$ cat src/rtl/alu_rr_pkg.sv
// Shared definitions for the register-register ALU control sequencer:
// opcodes, FSM state encoding, IR field positions and decode helpers.
package alu_rr_pkg;

  localparam int IR_W = 32;

  typedef logic [4:0] opcode_t;

  localparam opcode_t OPC_ADD  = 5'b00011;
  localparam opcode_t OPC_SUB  = 5'b00100;
  localparam opcode_t OPC_SHR  = 5'b00101;
  localparam opcode_t OPC_SHL  = 5'b00110;
  localparam opcode_t OPC_ROR  = 5'b00111;
  localparam opcode_t OPC_ROL  = 5'b01000;
  localparam opcode_t OPC_AND  = 5'b01001;
  localparam opcode_t OPC_OR   = 5'b01010;
  localparam opcode_t OPC_MUL  = 5'b01111;
  localparam opcode_t OPC_DIV  = 5'b10000;
  localparam opcode_t OPC_HALT = 5'b11011;

  typedef enum logic [3:0] {
    S_IDLE = 4'd0,
    S_T0   = 4'd1,
    S_T1   = 4'd2,
    S_T2   = 4'd3,
    S_T3   = 4'd4,
    S_T4   = 4'd5,
    S_T5   = 4'd6,
    S_T6   = 4'd7,
    S_HALT = 4'd8,
    S_TRAP = 4'd9
  } state_t;

  // Register fields follow the opcode back-to-back: idx 0 = Ra, 1 = Rb, 2 = Rc.
  function automatic int field_lsb(input int opc_w, input int sel_w, input int idx);
    return IR_W - opc_w - (idx + 1) * sel_w;
  endfunction

  function automatic logic is_muldiv(input opcode_t op);
    return (op == OPC_MUL) || (op == OPC_DIV);
  endfunction

  // Halt is decoded separately and is not counted as a legal ALU operation.
  function automatic logic is_legal(input opcode_t op);
    case (op)
      OPC_ADD, OPC_SUB, OPC_SHR, OPC_SHL, OPC_ROR,
      OPC_ROL, OPC_AND, OPC_OR, OPC_MUL, OPC_DIV: return 1'b1;
      default:                                    return 1'b0;
    endcase
  endfunction

endpackage

$ cat src/rtl/alu_rr_sequencer_reg_sel_decoder.sv
// Register index plus enable to one-hot select lines for the register file.
module reg_sel_decoder #(
  parameter int SEL_W = 4
) (
  input  logic [SEL_W-1:0]    sel,
  input  logic                en,
  output logic [2**SEL_W-1:0] onehot
);

  // NOTE: every output of a combinational block gets a default first, so no path leaves it unassigned and infers a latch.
  always_comb begin
    onehot = '0;
    if (en) onehot[sel] = 1'b1;
  end

endmodule

$ cat src/rtl/alu_rr_sequencer.sv
// Hardwired control FSM for register-register ALU instructions: fetch with a
// memory-ready handshake, decode, execute, HI/LO writeback, halt/illegal traps.
module alu_rr_sequencer
  import alu_rr_pkg::*;
#(
  parameter int REG_SEL_W = 4,
  parameter int OPC_W     = 5,
  parameter int CNT_W     = 16,
  localparam int NUM_REGS = 2**REG_SEL_W
) (
  input  logic                Clock,
  input  logic                Clear,
  input  logic                Run,
  input  logic                Mem_ready,
  input  logic [IR_W-1:0]     IR_in,
  output logic                PCout,
  output logic                Zlowout,
  output logic                ZHighout,
  output logic                MDRout,
  output logic                MARin,
  output logic                PCin,
  output logic                MDRin,
  output logic                IRin,
  output logic                Yin,
  output logic                ZLowIn,
  output logic                ZHighIn,
  output logic                HIin,
  output logic                LOin,
  output logic                IncPC,
  output logic                Read,
  output logic [OPC_W-1:0]    ALU_op,
  output logic [NUM_REGS-1:0] Rout,
  output logic [NUM_REGS-1:0] Rin,
  output logic                Done,
  output logic                Halted,
  output logic                Illegal,
  output logic [CNT_W-1:0]    Instr_count,
  output logic [3:0]          State
);

  localparam int RA_LSB = field_lsb(OPC_W, REG_SEL_W, 0);
  localparam int RB_LSB = field_lsb(OPC_W, REG_SEL_W, 1);
  localparam int RC_LSB = field_lsb(OPC_W, REG_SEL_W, 2);

  state_t               state, state_nx;
  logic                 t1_first;
  logic [CNT_W-1:0]     count;
  logic [OPC_W-1:0]     opc;
  logic                 legal, muldiv, halt_op;
  logic [REG_SEL_W-1:0] rout_sel;
  logic                 rout_en, rin_en;
  logic                 unused_ir_bits;

  assign opc     = IR_in[IR_W-1 -: OPC_W];
  assign legal   = is_legal(opcode_t'(opc));
  assign muldiv  = is_muldiv(opcode_t'(opc));
  assign halt_op = (opcode_t'(opc) == OPC_HALT);
  assign unused_ir_bits = ^IR_in[RC_LSB-1:0];

  // NOTE: sequential state uses non-blocking assignments so every register samples pre-edge values.
  always_ff @(posedge Clock or negedge Clear) begin
    if (!Clear) begin
      state    <= S_IDLE;
      t1_first <= 1'b0;
      count    <= '0;
    end else begin
      state    <= state_nx;
      // Only the cycle right after T0 is the first cycle of T1.
      t1_first <= (state == S_T0);
      if (Done) count <= count + CNT_W'(1);
    end
  end

  always_comb begin
    state_nx = state;
    PCout    = 1'b0;  Zlowout = 1'b0;  ZHighout = 1'b0;  MDRout = 1'b0;
    MARin    = 1'b0;  PCin    = 1'b0;  MDRin    = 1'b0;  IRin   = 1'b0;
    Yin      = 1'b0;  ZLowIn  = 1'b0;  ZHighIn  = 1'b0;  HIin   = 1'b0;
    LOin     = 1'b0;  IncPC   = 1'b0;  Read     = 1'b0;  Done   = 1'b0;
    Halted   = 1'b0;  Illegal = 1'b0;  ALU_op   = '0;
    rout_en  = 1'b0;  rin_en  = 1'b0;
    rout_sel = IR_in[RC_LSB +: REG_SEL_W];
    case (state)
      S_IDLE: if (Run) state_nx = S_T0;
      S_T0: begin
        PCout = 1'b1; MARin = 1'b1; IncPC = 1'b1; ZLowIn = 1'b1;
        state_nx = S_T1;
      end
      S_T1: begin
        Zlowout = 1'b1; Read = 1'b1; MDRin = 1'b1;
        PCin    = t1_first;
        if (Mem_ready) state_nx = S_T2;
      end
      S_T2: begin
        MDRout = 1'b1; IRin = 1'b1;
        state_nx = S_T3;
      end
      S_T3: begin
        if (halt_op)     state_nx = S_HALT;
        else if (!legal) state_nx = S_TRAP;
        else begin
          rout_en  = 1'b1;
          rout_sel = IR_in[RB_LSB +: REG_SEL_W];
          Yin      = 1'b1;
          state_nx = S_T4;
        end
      end
      S_T4: begin
        rout_en = 1'b1; ALU_op = opc; ZLowIn = 1'b1; ZHighIn = muldiv;
        state_nx = S_T5;
      end
      S_T5: begin
        Zlowout = 1'b1;
        if (muldiv) begin
          LOin     = 1'b1;
          state_nx = S_T6;
        end else begin
          rin_en   = 1'b1;
          Done     = 1'b1;
          state_nx = Run ? S_T0 : S_IDLE;
        end
      end
      S_T6: begin
        ZHighout = 1'b1; HIin = 1'b1; Done = 1'b1;
        state_nx = Run ? S_T0 : S_IDLE;
      end
      S_HALT:  Halted  = 1'b1;
      S_TRAP:  Illegal = 1'b1;
      default: state_nx = S_IDLE;
    endcase
  end

  reg_sel_decoder #(.SEL_W(REG_SEL_W)) u_rout_dec (
    .sel    (rout_sel),
    .en     (rout_en),
    .onehot (Rout)
  );

  reg_sel_decoder #(.SEL_W(REG_SEL_W)) u_rin_dec (
    .sel    (IR_in[RA_LSB +: REG_SEL_W]),
    .en     (rin_en),
    .onehot (Rin)
  );

  assign Instr_count = count;
  assign State       = state;

endmodule

$ cat config.mk
export PLATFORM = sky130hd
export DESIGN_NAME = alu_rr_sequencer
export DESIGN_NICKNAME = d
export VERILOG_FILES = /design/src/rtl/alu_rr_pkg.sv /design/src/rtl/alu_rr_sequencer_reg_sel_decoder.sv /design/src/rtl/alu_rr_sequencer.sv
export SDC_FILE = /design/constraint.sdc
export NUM_CORES = 1
export LEC_CHECK = 0
export CORE_ASPECT_RATIO = 0.8
export CORE_MARGIN = 3
export CORE_UTILIZATION = 39
export DETAILED_ROUTE_END_ITERATION = 16
export DONT_BUFFER_PORTS = 1
export PLACE_DENSITY = 0.62
export SLEW_MARGIN = 40
export SYNTH_ARGS = -nofsm -noshare
export SYNTH_HDL_FRONTEND = slang
export SYNTH_SLANG_ARGS = --single-unit
export TNS_END_PERCENT = 30
$ cat constraint.sdc
create_clock -name Clock -period 1.9 [get_ports Clock]
set_input_delay 0.19 -clock Clock [delete_from_list [all_inputs] [get_ports Clock]]
set_output_delay 0.19 -clock Clock [all_outputs]
set_load 0.02 [all_outputs]
==> run metrics <==
clk slew on worst S/H paths approximately 0.08 ns; Initial Util 41.1%; Worst Setup Path Type reg2out; post-synth top area share 27.3%; GRT Total Usage between 20% and 30%; Synth Flop Type dfrtp_1; first-pass GRT wire length around 10 mm; Mapped Nets roughly 280; DRT antenna net count 0; Syn Inst Count approximately 240; initial DRC count around 150; die area between 0.005 and 0.006 mm²; Final setup viols 33; initial antenna violation count 0; fillers 410; Hold Vio Cnt, Final 0; num ports between 100 and 150; Worst setup SP type flip-flop; CTS Sinks 21; total wire length roughly 6.3 mm; Power Density 868 mW/mm²; clk root buf clkbuf_8; Final Cycle Share 126%; detailed-route DRC error count 0; total power approximately 0.0026 W; Yosys top cell by area dfrtp_1; largest net degree at the start of global routing 22; Final #Nets 335; Seq/Total Area, Yosys approximately 27%; final setup margin -0.491 ns; Core Area approximately 0.0047 mm²; Multi-input gate area roughly 0.0016 mm²; flops & latches, synth 21; most common library cells after synthesis nor2_1 (25), dfrtp_1 (21), a22oi_1 (18), nand3_1 (14), xnor2_1 (13); most common cell in the netlist nor2_1; RSZ-0062 raised after global routing true; Synth async-reset ratio 100%; Max FO, Critical Path 4; Worst Setup End Kind output pin; worst min path class in2reg; WHS around 0.21 ns; Synth Area per Inst slightly above 8 µm²; Tmin final 2.39 ns; H-tree levels 1; worst skew pair latency around 0.26 ns; drt pass-1 iters 4; status finished, violations left; Die Height 68.8 µm; vias in the first global route between 1.5k and 2k; post-synth design cell area slightly below 0.002 mm²; DR WL/cell 17.7 µm; critical path required time about 1.7 ns; CTS max path bufs 2; leakage roughly 1.1 nW; register area between 500 and 600 µm²; Yosys cell types 49; failing checks setup timing; Antenna Cells 0; slew at the pin with the worst max-slew slack approximately 0.47 ns; CTS tree built; area grow syn2layout 53.6%; Inserted Clock Buffers 3; EDFF count, synth 0; DP HPWL between 4 and 5 mm; max-cap violations 0; Achievable Freq 0.418 GHz; Layout Skew between 0.003 and 0.004 ns; Peak VDD IR ~0.00080 V; Synth area leaders dfrtp_1 (27%), a22oi_1 (7.0%), xnor2_1 (5.9%); yosys warns 0; Vias/cell approximately 6.0; grt total ovfl 0; row cnt 22; Slew HR around two thirds; GP Congestion around 0.86; Die X roughly 85 µm; via count about 2.2k; Port Buffers 0; layout cells sized above 1 a little under half; max-slew violation count 0; Critical Path AT about 2.2 ns
[routing by layer]
| metal | vias to the layer above | track usage (%) | share of wire (%) |
|---|---|---|---|
| met4 | 0 | 2.37 | 0.65 |
| li1 | 1012 | - | - |
| met2 | 116 | 34.9 | 46 |
| met3 | 6 | 5.23 | 9.6 |
| met1 | 1018 | 28.5 | 44 |
| met5 | - | 0 | 0 |
[final timing paths]
check,endpoint,startpoint,depth (start not counted),slack [ns]
hold reg to reg,Instr_count[3]$_DFFE_PN0P_,Instr_count[3]$_DFFE_PN0P_,2,0.61
setup reg to reg,State[2]$_DFFE_PN0P_,State[0]$_DFFE_PN0P_,7,0.09
min in group asynchronous,Instr_count[10]$_DFFE_PN0P_,Clear,2,0.43
hold / removal,State[0]$_DFFE_PN0P_,Run,3,0.21
setup / recovery,Rout[11],State[0]$_DFFE_PN0P_,5,-0.49
max in group asynchronous,State[0]$_DFFE_PN0P_,Clear,2,1.12
[stage by stage]
stage          setup slack [ns]  TNS, ns  cells  utilization [%]  cell area (µm²)
3_3_place_gp             -0.164    -2.08    345             55.6             2600
3_5_place_dp             -0.181    -2.51    345             55.6             2600
5_1_grt                  -0.550   -12.55    357             63.1             2950
2_1_floorplan            -0.277    -4.44    238                -             2090
6_report                 -0.491    -9.69    357             63.1             2950
4_1_cts                  -0.471    -9.79    354             60.9             2850
[repair_timing]
item                       CTS  global route
gates cloned                 1             0
hold buffers                 1             1
hold endpoints to repair    21            21
pin swaps                   15            16
setup buffers                3             3
setup endpoints to repair   40            46
gates resized for setup     29            25
[worst max-delay path, stage by stage, from the launching register on]
cell      delay, ns
dfrtp_2        0.40
or4b_4         0.57
a21o_4         0.21
a2111o_1       0.39
a22oi_2        0.21
buf_4          0.16
[cell families (layout without fill, tap and decap cells)]
family / Yosys count / after routing / synth area share (%)
AND/OR/NAND/NOR: 107 / 107 / 30.2
AO/OA/AOI/OAI: 65 / 65 / 26.9
buffers and inverters: 28 / 87 / 7.55
flip-flops: 21 / 21 / 27.3
XOR/XNOR: 15 / 15 / 6.83
adder cells (fa/ha/maj): 1 / 1 / 0.651
multiplexers: 1 / 1 / 0.586
[layout by cell type (no fill, tap or decap), drive strengths merged, types with 2 or more instances in the layout]
cell type,n
inv,7
a21boi,3
nor2,25
and2,8
nor3b,2
nand2,11
o211ai,2
and3,4
nand3b,4
o2111ai,11
nand4,7
a2111oi,2
o22ai,3
nor2b,3
o21ai,2
dfrtp,21
a21o,3
xor2,2
nand3,14
buf,75
a2bb2oi,5
a22oi,19
xnor2,13
a2111o,2
nor3,12
a21oi,8
a211oi,2
clkbuf,4
nand2b,8
nor4,2
[final cells by class]
class                      instances  area share [%]
tap                               60            2.54
sequential                        21            17.8
clock buffer                       4            1.52
multi-input combinational        189            54.9
timing repair buffer              76            22.3
inverter                           7           0.889
[where the power goes]
part	internal, W	switching, W	leakage, nW
clock	0.000149	0.000141	0.0228
sequential	0.000545	0.0000755	0.275
combinational	0.000670	0.000984	0.831
total	0.00136	0.00120	1.13
[state kept, by name (all words and copies together) (netlist names)]
name         flops
Instr_count     16
State            4
t1_first         1
Power figures use the tool's default switching activity.
